`src/rtl/tic_tac_toe_ai_mover_pkg.sv`:
```
// Shared definitions for the tic-tac-toe move generator: cell codes,
// line/preference tables, FSM state encoding and a small mod-9 helper.
package tic_tac_toe_pkg;

  localparam logic [1:0] CELL_EMPTY = 2'b00;
  localparam logic [1:0] CELL_X     = 2'b01;
  localparam logic [1:0] CELL_O     = 2'b10;

  localparam logic [1:0] WHO_NONE   = 2'b00;

  // Cell indices of the eight winning lines: rows, columns, diagonals.
  localparam logic [3:0] LINES [8][3] = '{
    '{4'd0, 4'd1, 4'd2},
    '{4'd3, 4'd4, 4'd5},
    '{4'd6, 4'd7, 4'd8},
    '{4'd0, 4'd3, 4'd6},
    '{4'd1, 4'd4, 4'd7},
    '{4'd2, 4'd5, 4'd8},
    '{4'd0, 4'd4, 4'd8},
    '{4'd2, 4'd4, 4'd6}
  };

  // Fallback order: centre, corners, edges.
  localparam logic [3:0] PREF_ORDER [9] = '{
    4'd4, 4'd0, 4'd2, 4'd6, 4'd8, 4'd1, 4'd3, 4'd5, 4'd7
  };

  typedef enum logic [2:0] {
    ST_IDLE,
    ST_SNAP,
    ST_WIN,
    ST_BLOCK,
    ST_PREF,
    ST_ISSUE
  } state_t;

  // Reduce a value in 0..17 to 0..8.
  function automatic logic [3:0] mod9(input logic [4:0] v);
    logic [4:0] r;
    r = (v >= 5'd9) ? (v - 5'd9) : v;
    return r[3:0];
  endfunction

endpackage

```
`src/rtl/tic_tac_toe_ai_mover_if.sv`:
```
// Connection bundle between the move generator and the game block.
// master: the game side (drives board, result and start requests).
// slave:  the move generator (drives the move strobe and status).
interface tic_tac_toe_ai_mover_if;

  logic       start;
  logic [1:0] pos1;
  logic [1:0] pos2;
  logic [1:0] pos3;
  logic [1:0] pos4;
  logic [1:0] pos5;
  logic [1:0] pos6;
  logic [1:0] pos7;
  logic [1:0] pos8;
  logic [1:0] pos9;
  logic [1:0] who;
  logic       pc;
  logic [3:0] computer_position;
  logic       busy;
  logic       no_move;

  modport master (
    output start, pos1, pos2, pos3, pos4, pos5, pos6, pos7, pos8, pos9, who,
    input  pc, computer_position, busy, no_move
  );

  modport slave (
    input  start, pos1, pos2, pos3, pos4, pos5, pos6, pos7, pos8, pos9, who,
    output pc, computer_position, busy, no_move
  );

endinterface

```
`src/rtl/tic_tac_toe_ai_mover_line_eval.sv`:
```
// Combinational check of one three-cell line: reports a hit when two cells
// carry the requested mark and the third is empty, plus the empty slot (0..2).
// Occupied (11) cells never match the mark or the empty code.
module ttt_line_eval
  import tic_tac_toe_pkg::*;
(
  input  logic [1:0] cell_a,
  input  logic [1:0] cell_b,
  input  logic [1:0] cell_c,
  input  logic [1:0] mark,
  output logic       hit,
  output logic [1:0] slot
);

  // Exactly one of the three two-mark-plus-empty patterns can match.
  always_comb begin
    hit  = 1'b0;
    slot = 2'd0;
    if (cell_a == CELL_EMPTY && cell_b == mark && cell_c == mark) begin
      hit  = 1'b1;
      slot = 2'd0;
    end else if (cell_a == mark && cell_b == CELL_EMPTY && cell_c == mark) begin
      hit  = 1'b1;
      slot = 2'd1;
    end else if (cell_a == mark && cell_b == mark && cell_c == CELL_EMPTY) begin
      hit  = 1'b1;
      slot = 2'd2;
    end
  end

endmodule

```
`src/rtl/tic_tac_toe_ai_mover.sv`:
```
// Computer move generator for the tic-tac-toe game block.
// On start it snapshots the board, then scans lines for a win, then for a
// block, then falls back to a preference order, and finally holds pc high
// with a stable computer_position for PC_HOLD cycles.
// Optional feature macro: TTT_LFSR_OPENING_EN -- when defined, the fallback
// scan starts at a pseudo-random cell taken from an 8-bit LFSR.
module tic_tac_toe_ai_mover
  import tic_tac_toe_pkg::*;
#(
  parameter int         PC_HOLD   = 5,
  parameter logic [7:0] LFSR_SEED = 8'hA5
) (
  input  logic                    clock,
  input  logic                    reset,
  tic_tac_toe_ai_mover_if.slave   bus
);

  localparam int HOLD_W = (PC_HOLD > 1) ? $clog2(PC_HOLD) : 1;

  // Elaboration-time parameter sanity checks.
  if (PC_HOLD < 1) begin : g_bad_hold
    $error("PC_HOLD must be at least 1");
  end
  if (LFSR_SEED == 8'h00) begin : g_bad_seed
    $error("LFSR_SEED must be non-zero");
  end

  state_t            state;
  logic              pc_q;
  logic [3:0]        cpos_q;
  logic              busy_q;
  logic              no_move_q;
  logic [2:0]        line_cnt;
  logic [3:0]        cell_cnt;
  logic [HOLD_W-1:0] hold_cnt;

  logic [1:0]        snap [9];
  logic              board_has_empty;

  logic [1:0]        mark;
  logic              line_hit;
  logic [1:0]        line_slot;
  logic [3:0]        line_target;
  logic [3:0]        pref_idx;
  logic              pref_free;

  // Free-cell test on the live inputs, used only in the SNAP cycle when the
  // snapshot is being captured from these very same values.
  always_comb begin
    board_has_empty = (bus.pos1 == CELL_EMPTY) || (bus.pos2 == CELL_EMPTY) ||
                      (bus.pos3 == CELL_EMPTY) || (bus.pos4 == CELL_EMPTY) ||
                      (bus.pos5 == CELL_EMPTY) || (bus.pos6 == CELL_EMPTY) ||
                      (bus.pos7 == CELL_EMPTY) || (bus.pos8 == CELL_EMPTY) ||
                      (bus.pos9 == CELL_EMPTY);
  end

  // Board snapshot: captured once in SNAP, later input changes are ignored.
  always_ff @(posedge clock) begin
    if (state == ST_SNAP) begin
      snap[0] <= bus.pos1;
      snap[1] <= bus.pos2;
      snap[2] <= bus.pos3;
      snap[3] <= bus.pos4;
      snap[4] <= bus.pos5;
      snap[5] <= bus.pos6;
      snap[6] <= bus.pos7;
      snap[7] <= bus.pos8;
      snap[8] <= bus.pos9;
    end
  end

  // WIN looks for two O marks, BLOCK for two X marks; one evaluator serves both.
  assign mark = (state == ST_BLOCK) ? CELL_X : CELL_O;

  ttt_line_eval u_line_eval (
    .cell_a (snap[LINES[line_cnt][0]]),
    .cell_b (snap[LINES[line_cnt][1]]),
    .cell_c (snap[LINES[line_cnt][2]]),
    .mark   (mark),
    .hit    (line_hit),
    .slot   (line_slot)
  );

  assign line_target = LINES[line_cnt][line_slot];

`ifdef TTT_LFSR_OPENING_EN
  logic [7:0] lfsr;
  logic [3:0] pref_start;

  // Fibonacci LFSR, taps 8,6,5,4, free-running every cycle.
  always_ff @(posedge clock) begin
    if (reset) begin
      lfsr <= LFSR_SEED;
    end else begin
      lfsr <= {lfsr[6:0], lfsr[7] ^ lfsr[5] ^ lfsr[4] ^ lfsr[3]};
    end
  end

  // Latch the random starting cell on the BLOCK -> PREF transition.
  always_ff @(posedge clock) begin
    if (state == ST_BLOCK && !line_hit && line_cnt == 3'd7) begin
      pref_start <= mod9({1'b0, lfsr[3:0]});
    end
  end

  assign pref_idx = mod9({1'b0, pref_start} + {1'b0, cell_cnt});
`else
  assign pref_idx = PREF_ORDER[cell_cnt];
`endif

  assign pref_free = (snap[pref_idx] == CELL_EMPTY);

  // Main control FSM; all outputs are registered here.
  always_ff @(posedge clock) begin
    if (reset) begin
      state     <= ST_IDLE;
      pc_q      <= 1'b0;
      cpos_q    <= 4'd0;
      busy_q    <= 1'b0;
      no_move_q <= 1'b0;
      line_cnt  <= 3'd0;
      cell_cnt  <= 4'd0;
      hold_cnt  <= '0;
    end else begin
      no_move_q <= 1'b0;
      case (state)
        ST_IDLE: begin
          if (bus.start) begin
            state  <= ST_SNAP;
            busy_q <= 1'b1;
          end
        end
        ST_SNAP: begin
          if (bus.who != WHO_NONE || !board_has_empty) begin
            no_move_q <= 1'b1;
            busy_q    <= 1'b0;
            state     <= ST_IDLE;
          end else begin
            line_cnt <= 3'd0;
            state    <= ST_WIN;
          end
        end
        ST_WIN: begin
          if (line_hit) begin
            cpos_q   <= line_target;
            pc_q     <= 1'b1;
            hold_cnt <= '0;
            state    <= ST_ISSUE;
          end else if (line_cnt == 3'd7) begin
            line_cnt <= 3'd0;
            state    <= ST_BLOCK;
          end else begin
            line_cnt <= line_cnt + 3'd1;
          end
        end
        ST_BLOCK: begin
          if (line_hit) begin
            cpos_q   <= line_target;
            pc_q     <= 1'b1;
            hold_cnt <= '0;
            state    <= ST_ISSUE;
          end else if (line_cnt == 3'd7) begin
            cell_cnt <= 4'd0;
            state    <= ST_PREF;
          end else begin
            line_cnt <= line_cnt + 3'd1;
          end
        end
        ST_PREF: begin
          if (pref_free) begin
            cpos_q   <= pref_idx;
            pc_q     <= 1'b1;
            hold_cnt <= '0;
            state    <= ST_ISSUE;
          end else if (cell_cnt == 4'd8) begin
            // Unreachable given the SNAP free-cell check; recover cleanly.
            busy_q <= 1'b0;
            state  <= ST_IDLE;
          end else begin
            cell_cnt <= cell_cnt + 4'd1;
          end
        end
        ST_ISSUE: begin
          if (hold_cnt == HOLD_W'(PC_HOLD - 1)) begin
            pc_q   <= 1'b0;
            busy_q <= 1'b0;
            state  <= ST_IDLE;
          end else begin
            hold_cnt <= hold_cnt + HOLD_W'(1);
          end
        end
        default: begin
          pc_q   <= 1'b0;
          busy_q <= 1'b0;
          state  <= ST_IDLE;
        end
      endcase
    end
  end

  assign bus.pc                = pc_q;
  assign bus.computer_position = cpos_q;
  assign bus.busy              = busy_q;
  assign bus.no_move           = no_move_q;

endmodule

```
`src/flat_wrapper.sv`:
```
// flat-port wrapper written by rule: the top's interface ports become plain ports
module tic_tac_toe_ai_mover_flat import tic_tac_toe_pkg::*;
#(
  parameter int         PC_HOLD   = 5,
  parameter logic [7:0] LFSR_SEED = 8'hA5
)
  (clock, reset, bus_start, bus_pos1, bus_pos2, bus_pos3, bus_pos4, bus_pos5, bus_pos6, bus_pos7, bus_pos8, bus_pos9, bus_who, bus_pc, bus_computer_position, bus_busy, bus_no_move);
  tic_tac_toe_ai_mover_if bus_i ();
  input  logic clock;
  input  logic reset;
  input wire logic [$bits(bus_i.start)-1:0] bus_start;
  input wire logic [$bits(bus_i.pos1)-1:0] bus_pos1;
  input wire logic [$bits(bus_i.pos2)-1:0] bus_pos2;
  input wire logic [$bits(bus_i.pos3)-1:0] bus_pos3;
  input wire logic [$bits(bus_i.pos4)-1:0] bus_pos4;
  input wire logic [$bits(bus_i.pos5)-1:0] bus_pos5;
  input wire logic [$bits(bus_i.pos6)-1:0] bus_pos6;
  input wire logic [$bits(bus_i.pos7)-1:0] bus_pos7;
  input wire logic [$bits(bus_i.pos8)-1:0] bus_pos8;
  input wire logic [$bits(bus_i.pos9)-1:0] bus_pos9;
  input wire logic [$bits(bus_i.who)-1:0] bus_who;
  output wire logic [$bits(bus_i.pc)-1:0] bus_pc;
  output wire logic [$bits(bus_i.computer_position)-1:0] bus_computer_position;
  output wire logic [$bits(bus_i.busy)-1:0] bus_busy;
  output wire logic [$bits(bus_i.no_move)-1:0] bus_no_move;
  assign bus_i.start = bus_start;
  assign bus_i.pos1 = bus_pos1;
  assign bus_i.pos2 = bus_pos2;
  assign bus_i.pos3 = bus_pos3;
  assign bus_i.pos4 = bus_pos4;
  assign bus_i.pos5 = bus_pos5;
  assign bus_i.pos6 = bus_pos6;
  assign bus_i.pos7 = bus_pos7;
  assign bus_i.pos8 = bus_pos8;
  assign bus_i.pos9 = bus_pos9;
  assign bus_i.who = bus_who;
  assign bus_pc = bus_i.pc;
  assign bus_computer_position = bus_i.computer_position;
  assign bus_busy = bus_i.busy;
  assign bus_no_move = bus_i.no_move;
  tic_tac_toe_ai_mover #(.PC_HOLD(PC_HOLD), .LFSR_SEED(LFSR_SEED)) u_core (.clock(clock), .reset(reset), .bus(bus_i));
endmodule
```
`config.mk`:
```
export PLATFORM = sky130hd
export DESIGN_NAME = tic_tac_toe_ai_mover_flat
export DESIGN_NICKNAME = d
export VERILOG_FILES = /design/src/rtl/tic_tac_toe_ai_mover_pkg.sv /design/src/rtl/tic_tac_toe_ai_mover_if.sv /design/src/rtl/tic_tac_toe_ai_mover_line_eval.sv /design/src/rtl/tic_tac_toe_ai_mover.sv /design/src/flat_wrapper.sv
export SDC_FILE = /design/constraint.sdc
export NUM_CORES = 1
export LEC_CHECK = 0
export ABC_AREA = 1
export BUFFER_PORTS_ARGS = -buffer_cell sky130_fd_sc_hd__clkbuf_2
export CORE_UTILIZATION = 50
export CTS_CLUSTER_SIZE = 30
export DETAILED_ROUTE_END_ITERATION = 10
export PLACE_DENSITY = 0.69
export SLEW_MARGIN = 20
export SYNTH_ARGS = -nofsm -noshare
export SYNTH_HDL_FRONTEND = slang
export SYNTH_SLANG_ARGS = --single-unit
```
`constraint.sdc`:
```
create_clock -name clock -period 4.55 [get_ports clock]
set_input_delay 0.2275 -clock clock [delete_from_list [all_inputs] [get_ports clock]]
set_output_delay 0.2275 -clock clock [all_outputs]
set_load 0.1 [all_outputs]
```
======== Yosys cells after proc, flatten, opt, wreduce, memory -nomap -nowiden ========
Memory sizes are Yosys's and may differ from the RTL's.
Cells that the tools add are included.
storage, ports and cells
  register bits after elaboration ......... 20
  bits in writable memories ............... 18
  bits in read-only memories .............. 160
  input port bits ......................... 23
  output and inout port bits .............. 7
  word-level logic and storage cells ...... 150
  memories ................................ 3
memory list
  name             words  bits a word  rd ports  clocked after Yosys merged registers in  write ports  RTL line                     RTL
  (no name shown)  8      12           1         0                                        0            tic_tac_toe_ai_mover.sv:76   .cell_a (snap[LINES[line_cnt][0]]),
  (no name shown)  16     4            1         0                                        0            tic_tac_toe_ai_mover.sv:108  assign pref_idx = PREF_ORDER[cell_cnt];
  u_core.snap      9      2            4         0                                        9            tic_tac_toe_ai_mover.sv:37   logic [1:0] snap [9];
operators by class
  add/subtract/negate cells ............... 3
  $lt $le $gt $ge ......................... 3
  equal/unequal tests ..................... 28
  muxes and demuxes ....................... 54
  bitwise logic cells ..................... 6
  reduce and logical (&&, ||, !) cells .... 45
operators with widths
  operator             count
  $mux 3               16
  $mux 4               10
  $logic_not 2->1      13
  $mux 12              2
  $ne 2x2->1 const B   10
  $pmux 3 s3           2
  $pmux 3 s6           1
  $pmux 4 s2           2
  $reduce_and 5->1     3
  $mux 1               13
  $eq 3x3->1 const B   4
  $mux 2               5
  $logic_or 1x1->1     9
  $bmux 4 s2           1
  $ne 2x1->1 const B   4
  $reduce_and 4->1     2
  $add 3x1->3 const B  2
  $eq 2x2->1           3
  $eq 3x2->1 const B   2
  $logic_and 1x1->1    6
  $ne 3x1->1 const B   2
  $reduce_and 6->1     1
  $reduce_bool 2->1    3
  $reduce_bool 3->1    2
  17 further kinds     21

======== Depth between registers and ports, before layout ========
Gate-level depths: netlist (run 1).
An unclocked memory read counts as a cell.
  depth in word-level cells ............... 17
  mapped depth ............................ 20

======== Hierarchy ========
Synthesis (run 1) repeated with hierarchy kept, for this count alone.
unflattened totals
  cell total of the unflattened synthesis .. 402
  area total of the unflattened synthesis .. 2755.1 um^2
modules (own cells, without submodules)
  module                instances  cells each  area each (um^2)  sequential area each (um^2)
  tic_tac_toe_ai_mover  1          359         2575.0            940.9
  ttt_line_eval         1          43          180.2             0.0

======== Worst setup path before layout (run 1) ========
OpenSTA, ideal clock, no wires.
  kind .................................... register to register
  start ................................... reg u_core.line_cnt[0]
  end ..................................... reg u_core.hold_cnt[1]
  library setup time ...................... 0.132 ns
  arrival time ............................ 2.282 ns
  slack ................................... 2.135 ns
  cell stages (with the launch flop) ...... 20
  clock period less this slack ............ 2.415 ns
  cell sequence ........................... dfxtp_1 -> inv_1 -> ha_1 -> buf_6 -> inv_2 -> nand2_2 -> o21ai_2 -> nand3_1 -> nand3_1 -> nand2_1 -> nand2_2 -> nand3_2 -> nor2_4 -> nand2_4 -> nand3_4 -> nand2_4 -> nand2_4 -> nand2_1 -> o21ai_1 -> nor2_1
between the ends
  cells in the longest elaborated chain, start to end .. 13
  elaborated cells between the ends (all ways) .. 22
  classes of those cells .................. eq/ne: 4; mux: 5; bitwise: 1; reduce/logical: 10; memory: 2
RTL lines
  element                                       RTL line                                                                                                          RTL
  start: declaration                            tic_tac_toe_ai_mover.sv:33                                                                                        logic [2:0] line_cnt;
  start signal: assignment                      tic_tac_toe_ai_mover.sv:153                                                                                       line_cnt <= line_cnt + 3'd1;
  start signal: assignment                      tic_tac_toe_ai_mover.sv:166                                                                                       line_cnt <= line_cnt + 3'd1;
  $not 3->4 (not written as such) *             tic_tac_toe_ai_mover.sv:76, tic_tac_toe_ai_mover.sv:77, tic_tac_toe_ai_mover.sv:78
  $mem_v2 8x12 *                                --
  $mux 12 (not written as such) * (2 in a row)  tic_tac_toe_ai_mover.sv:76
  $mem_v2 9x2 *                                 --
  $eq 2x2->1, on equally long branches          tic_tac_toe_ai_mover_line_eval.sv:22, tic_tac_toe_ai_mover_line_eval.sv:25, tic_tac_toe_ai_mover_line_eval.sv:19
  $logic_and 1x1->1 (2 in a row)                tic_tac_toe_ai_mover_line_eval.sv:25                                                                              end else if (cell_a == mark && cell_b == mark && cell_c == CELL_EMPTY) begin
  $mux 1                                        tic_tac_toe_ai_mover_line_eval.sv:25
  $mux 1                                        tic_tac_toe_ai_mover_line_eval.sv:22                                                                              end else if (cell_a == mark && cell_b == CELL_EMPTY && cell_c == mark) begin
  $mux 1 *                                      tic_tac_toe_ai_mover_line_eval.sv:19                                                                              if (cell_a == CELL_EMPTY && cell_b == mark && cell_c == mark) begin
  $ne 2x1->1 (no line) *                        --
  $reduce_and 4->1 (no line) *                  --
  end signal: assignment                        tic_tac_toe_ai_mover.sv:189                                                                                       hold_cnt <= hold_cnt + HOLD_W'(1);
  end: declaration                              tic_tac_toe_ai_mover.sv:35                                                                                        logic [HOLD_W-1:0] hold_cnt;
Every way passes the cells marked *; elsewhere a longest branch is shown, timed or not. The select of a mux whose other input is x is not followed.
A chain may end at the register's enable or synchronous reset.

======== Final worst setup path (run 1) ========
Same ends and word-level chain as after synthesis.

==> impl_results.md, run 1 <==
* Status: completed
* DR pass1 iterations at 5
* Slowest cell on crit path: ha_1
* Drt drc at 0
* Minimum clock period at 2.90 ns
* Async SR Flop Fraction at 0
* Leakage power at ~1.6 nW
* RSZ-0062 raised after global routing: no
* Vias per inst at 5.42
* P&R area growth vs syn at 10.2%
* First-pass GRT wire length at 12.5 mm
* # IOs at 30
* Clk sinks at 38
* Htree depth at 2
* Mean Syn Cell Area at 7.21 µm²
* ANT cells at 0
* Yosys warning total at 0
* CP Cell Sequence: inv_1 -> ha_1 -> nand2_2 -> o21ai_1 -> inv_1 -> nand3_1 -> nand3_1 -> nand3_1 -> nand2_2 -> nor2_4 -> nand2_4 -> nand3_4 -> nand2_4 -> nand2_4 -> nand2_1 -> o21ai_1 -> nor2_1
* Worst Setup End Kind: register
* DR vias at 2873
* Core area at roughly 6000 µm²
* Final setup fails at 0
* Post-DRT Antenna Nets at 0
* Relative slew slack at 0.480
* CP Buf/Inv Count at 2
* Crit Path Category: reg -> reg
* Number of global-route vias before repair at between 2000 and 3000
* Synth area leaders: edfxtp_1 (18%), nand3_1 (14%), dfxtp_1 (13%)
* Max Fclk at 345 MHz
* GPL Wtd Cong at between 1 and 1.5
* Max-cap viol count at 0
* Arr. time, crit path at 3.08 ns
* Cell family with most CP delay: simple AND/OR/NAND/NOR gates
* Post-CTS Repair Setup Buffers at 0
* Most frequent cells in the layout: nand3_1 (86), nand2_1 (79), inv_1 (60)
* Clk Latency, worst-skew pair at roughly 0.29 ns
* Syn Inst Count at 421
* Tcrit/Tclk final at 0.637
* Maximum clock insertion buffer count at 2
* Setup_tns at 0 ns
* Initial DRC count at between 200 and 250
* Most common flop cell mapped by yosys: dfxtp_1
* Initial core utilization at 0.516
* Share of cells above drive strength 1 at 0.211
* Largest net degree at the start of global routing at 22
* CTS tree: built
* Gr ovfl total at 0
* Largest stage delay, worst path at 0.53 ns
* Syn_nets at 457
* CTS Root Cell: clkbuf_8
* Commonest non-fill, non-tap cell in the layout: nand3_1
* Post_cts resized at 0
* Hold/Removal Path Class: in -> reg
* CTS Hold Bufs at 0
* Pwr Density at 646 nW/µm²
* WL/cell at 13.6 µm
* Required @ worst endpoint at 4.73 ns
* FF+latch count, synth at 38
* Crit-path max FO at 9
* Die ar. at ~6400 µm²
* Library cells used by synthesis at 39
* DPL Wire Length at 5.87 mm
* All-Layer GR Usage at 0.253
* Synth top area share at 0.178
* Port Buffers at 29
* Least-Margin Pin Slew at 0.779 ns
* Post-synth top area cell: edfxtp_1
* Clock buffer count from CTS at 5
* Power, Total at 2.16 mW
* Sequential cell area fraction in the yosys report at 0.310
* Post-Syn Area at 3040 µm²
* Detailed Route WL at a little over 7 mm
* Pins over their slew limit at 0
* Final Hold Vio Count at 0
* Die X at about 80 µm
* Worst Setup Start Kind: register
* Antenna violations before repair at 0
* Row Count at 28
* Worst Skew at 0.00502 ns
* Fin nets at just under 500
* Number of enable flip-flop cells after synthesis at 18
* Die Ht at around 80 µm
* Clock-pin slew on the worst setup and hold paths at 0.07 ns
* Worst-case vdd ir drop at 0.000266 V
## area by class of cell
cell class	count	area (µm²)
fillers	564	2540
multi-input cells	315	1810
flip-flops and latches	38	941
inverters	64	255
repair buffers	30	153
well taps	75	93.8
clock buffers	7	90.1
clock inverters	1	5.00
## final timing paths
path	from	to	slack [ns]	depth (start not counted)
min	bus_pos5[0]	u_core.snap[4][0]$_DFFE_PP_	0.12	1
max	u_core.line_cnt[0]$_SDFFE_PP0P_	u_core.hold_cnt[1]$_SDFFE_PP0P_	1.65	17
min reg2reg	u_core.bus.computer_position[2]$_SDFFE_PP0P_	u_core.bus.computer_position[2]$_SDFFE_PP0P_	0.48	2
max reg2reg	u_core.line_cnt[0]$_SDFFE_PP0P_	u_core.hold_cnt[1]$_SDFFE_PP0P_	1.65	17
## cells in the mapped netlist, types with 3 or more instances
library cell  instances
nand3_1              86
nand2_1              79
inv_1                60
nor2_1               31
dfxtp_1              20
edfxtp_1             18
nand2_2              18
ha_1                 13
a21oi_1              12
nand2_4              10
nor3_1                8
o21ai_0               8
o21ai_1               7
nand4_1               6
a21oi_2               5
nand3_2               5
nor2_2                4
nand2_8               3
## per-stage QoR
step | std cells | cell area (µm²) | hold slack [ns] | util | setup WS [ns]
global route | 530 | 3350 | 0.112 | 0.568 | 1.37
floorplan | 421 | 3040 | 0.307 | - | 2.14
detailed placement | 522 | 3250 | 0.422 | 0.552 | 1.66
CTS | 530 | 3350 | 0.116 | 0.568 | 1.65
global placement | 522 | 3250 | 0.416 | 0.552 | 1.72
finish | 530 | 3350 | 0.122 | 0.568 | 1.65
## power breakdown
| part | switching, mW | internal, mW | total [mW] |
|---|---|---|---|
| combinational | 0.965 | 0.399 | 1.36 |
| clock | 0.119 | 0.128 | 0.247 |
| sequential | 0.0698 | 0.479 | 0.549 |
## logic make-up after synthesis
kind of cell,count (synthesis),share of synthesized area
AO/OA/AOI/OAI,41,0.0812
XOR/XNOR,2,0.00577
adder cells (fa/ha/maj),13,0.0536
buffers and inverters,68,0.0944
flip-flops,38,0.310
AND/OR/NAND/NOR,259,0.455
## metal layers
metal / global-route usage / vias up / routed length [µm]
met1: 0.353 / 1289 / 3410
met4: 0.0821 / 0 / 131
met3: 0.0491 / 11 / 511
li1: - / 1464 / -
met2: 0.389 / 109 / 3170
met5: 0 / - / 0
## flip-flops by register name, indices dropped and copies added (netlist names)
name / cells
u_core.snap: 18
u_core.bus.computer_position: 4
u_core.cell_cnt: 4
u_core.hold_cnt: 3
u_core.line_cnt: 3
u_core.state: 3
u_core.bus.busy: 1
u_core.bus.no_move: 1
u_core.bus.pc: 1
Power figures use the tool's default switching activity.
==> run 2: changes to the inputs <==
==> constraint.sdc (replaced) <==
create_clock -name clock -period 2.8 [get_ports clock]
set_input_delay 0.14 -clock clock [delete_from_list [all_inputs] [get_ports clock]]
set_output_delay 0.14 -clock clock [all_outputs]
set_load 0.1 [all_outputs]
==> impl_results.md, run 2 (same netlist as run 1, synthesis figures left out) <==
* Max Fclk at 386 MHz (was 345 MHz)
* ANT cells at 0 (unchanged)
* Least-Margin Pin Slew at 0.540 ns (was 0.779 ns)
* Relative slew slack at 0.642 (was 0.480)
* First-pass GRT wire length at 12.5 mm (about the same)
* Vias per inst at 5.42 (about the same)
* Pre-CTS setup slack at 0.190 ns (was 1.66 ns)
* Fin nets at 496 (was 490)
* Largest net degree at the start of global routing at 21 (was 22)
* Antenna violations before repair at 0 (unchanged)
* Number of placed cells counting well taps at 528 (was 522)
* # fillers at 580 (was 564)
* Most frequent cells in the layout: nand3_1 (86), nand2_1 (79), inv_1 (60) (unchanged)
* Worst Setup Start Kind: register (unchanged)
* Arr. time, crit path at 2.77 ns (was 3.08 ns)
* Drt drc at 0 (unchanged)
* Clock-pin slew on the worst setup and hold paths at 0.08 ns (was 0.07 ns)
* GPL Wtd Cong at 0.937 (was 1.01)
* DP Area at 3300 µm² (was 3250 µm²)
* DR pass1 iterations at 5 (unchanged)
* P&R area growth vs syn at 11.9% (was 10.2%)
* Clk Latency, worst-skew pair at 0.29 ns (about the same)
* Required @ worst endpoint at 2.97 ns (was 4.73 ns)
* All-Layer GR Usage at 0.254 (was 0.253)
* Largest stage delay, worst path at 0.42 ns (was 0.53 ns)
* CP Buf/Inv Count at 2 (unchanged)
* Tcrit/Tclk final at 0.926 (was 0.637)
* Gr ovfl total at 0 (unchanged)
* CP Cell Sequence: inv_1 -> ha_2 -> inv_2 -> nand2_2 -> o21ai_2 -> nand3_1 -> nand3_1 -> nand3_1 -> nand3_2 -> nor2_4 -> nand2_4 -> nand3_4 -> nand2_4 -> nand2_4 -> nand2_1 -> o21ai_1 -> nor2_1 (was inv_1 -> ha_1 -> nand2_2 -> o21ai_1 -> inv_1 -> nand3_1 -> nand3_1 -> nand3_1 -> nand2_2 -> nor2_4 -> nand2_4 -> nand3_4 -> nand2_4 -> nand2_4 -> nand2_1 -> o21ai_1 -> nor2_1)
* Maximum clock insertion buffer count at 2 (unchanged)
* Critical path depth at 17 (unchanged)
* Worst-case vdd ir drop at 0.000438 V (was 0.000266 V)
* Row Count at 28 (unchanged)
* CTS Root Cell: clkbuf_8 (unchanged)
* Pins over their slew limit at 0 (unchanged)
* RSZ-0062 raised after global routing: no (unchanged)
* Post-DRT Antenna Nets at 0 (unchanged)
* Initial DRC count at 230 (was 206)
* Setup_tns at 0 ns (unchanged)
* Pwr Density at 1050 nW/µm² (was 646 nW/µm²)
* Hold Path Cell Cnt at 1 (unchanged)
* DPL Wire Length at 5.90 mm (was 5.87 mm)
* Fin Hold WS at 0.0346 ns (was 0.122 ns)
* Largest register FFs at 18 (unchanged)
* R2R depth at 17 (unchanged)
* Commonest non-fill, non-tap cell in the layout: nand3_1 (unchanged)
* Power, Total at 3.57 mW (was 2.16 mW)
* Worst setup margin at 0.208 ns (was 1.65 ns)
* Port Buffers at 29 (unchanged)
* Slowest cell on crit path: ha_2 (was ha_1)
* Die ar. at 6390 µm² (unchanged)
* # IOs at 30 (unchanged)
* CTS Hold Bufs at 0 (unchanged)
* Final Hold Vio Count at 0 (unchanged)
* Final setup fails at 0 (unchanged)
* Crit Path Category: reg -> reg (unchanged)
* Worst Setup End Kind: register (unchanged)
* Detailed Route WL at 7.43 mm (was 7.22 mm)
* Core area at 5890 µm² (unchanged)
* CTS tree: built (unchanged)
* Worst Skew at 0.00544 ns (was 0.00502 ns)
* Finished Layout Cells at 536 (was 530)
* Die X at 79.9 µm (unchanged)
* Clk sinks at 38 (unchanged)
* WL/cell at 13.9 µm (was 13.6 µm)
* Initial core utilization at 0.516 (unchanged)
* Htree depth at 2 (unchanged)
* Share of cells above drive strength 1 at 0.226 (was 0.211)
* Clock buffer count from CTS at 5 (unchanged)
* Max-cap viol count at 0 (unchanged)
* Status: completed (unchanged)
* Biggest register: u_core.snap (unchanged)
* Final core occ at 0.577 (was 0.568)
* DR vias at 2907 (was 2873)
* Crit-path max FO at 9 (unchanged)
* Cell family with most CP delay: simple AND/OR/NAND/NOR gates (unchanged)
* Hold/Removal Path Class: in -> reg (unchanged)
* Minimum clock period at 2.59 ns (was 2.90 ns)
* Leakage power at 1.62 nW (was 1.60 nW)
* Number of global-route vias before repair at 2689 (was 2703)
* Die Ht at 79.9 µm (unchanged)
* Design Area, Final at 3400 µm² (was 3350 µm²)
==> run 2: power by group <==
group / switching, mW / internal (mW)
clock: 0.197 / 0.209
sequential: 0.108 / 0.778
combinational: 1.59 / 0.688
total: 1.89 / 1.68
==> run 2: timing repair <==
action / CTS / global route
resized for setup: 0 / 2
buffers inserted: 0 / 0
endpoints found under the setup margin: 0 / 1
==> run 2: cell type report <==
cell class,count,area (µm²),area share
multi-input combinational,315,1810,0.534
timing repair buffer,36,198,0.0582
clock inverter,1,5.00,0.00147
sequential,38,941,0.277
clock buffer,7,90.1,0.0265
inverter,64,255,0.0752
tap,75,93.8,0.0276
==> run 2: worst paths after layout <==
check                                                     from                                      endpoint  slack, ns
setup reg to reg               u_core.line_cnt[1]$_SDFFE_PP0P_               u_core.hold_cnt[1]$_SDFFE_PP0P_       0.21
setup / recovery               u_core.line_cnt[1]$_SDFFE_PP0P_               u_core.hold_cnt[1]$_SDFFE_PP0P_       0.21
hold reg to reg   u_core.bus.computer_position[1]$_SDFFE_PP0P_  u_core.bus.computer_position[1]$_SDFFE_PP0P_       0.48
hold / removal                                     bus_pos5[0]                   u_core.snap[4][0]$_DFFE_PP_       0.03
==> run 2: layer usage <==
metal / share of wire / GRT usage / wire length, µm
met5: 0 / 0 / 0
met4: 0.013 / 0.0643 / 95
met3: 0.050 / 0.0389 / 370
met2: 0.43 / 0.393 / 3230
met1: 0.50 / 0.367 / 3740
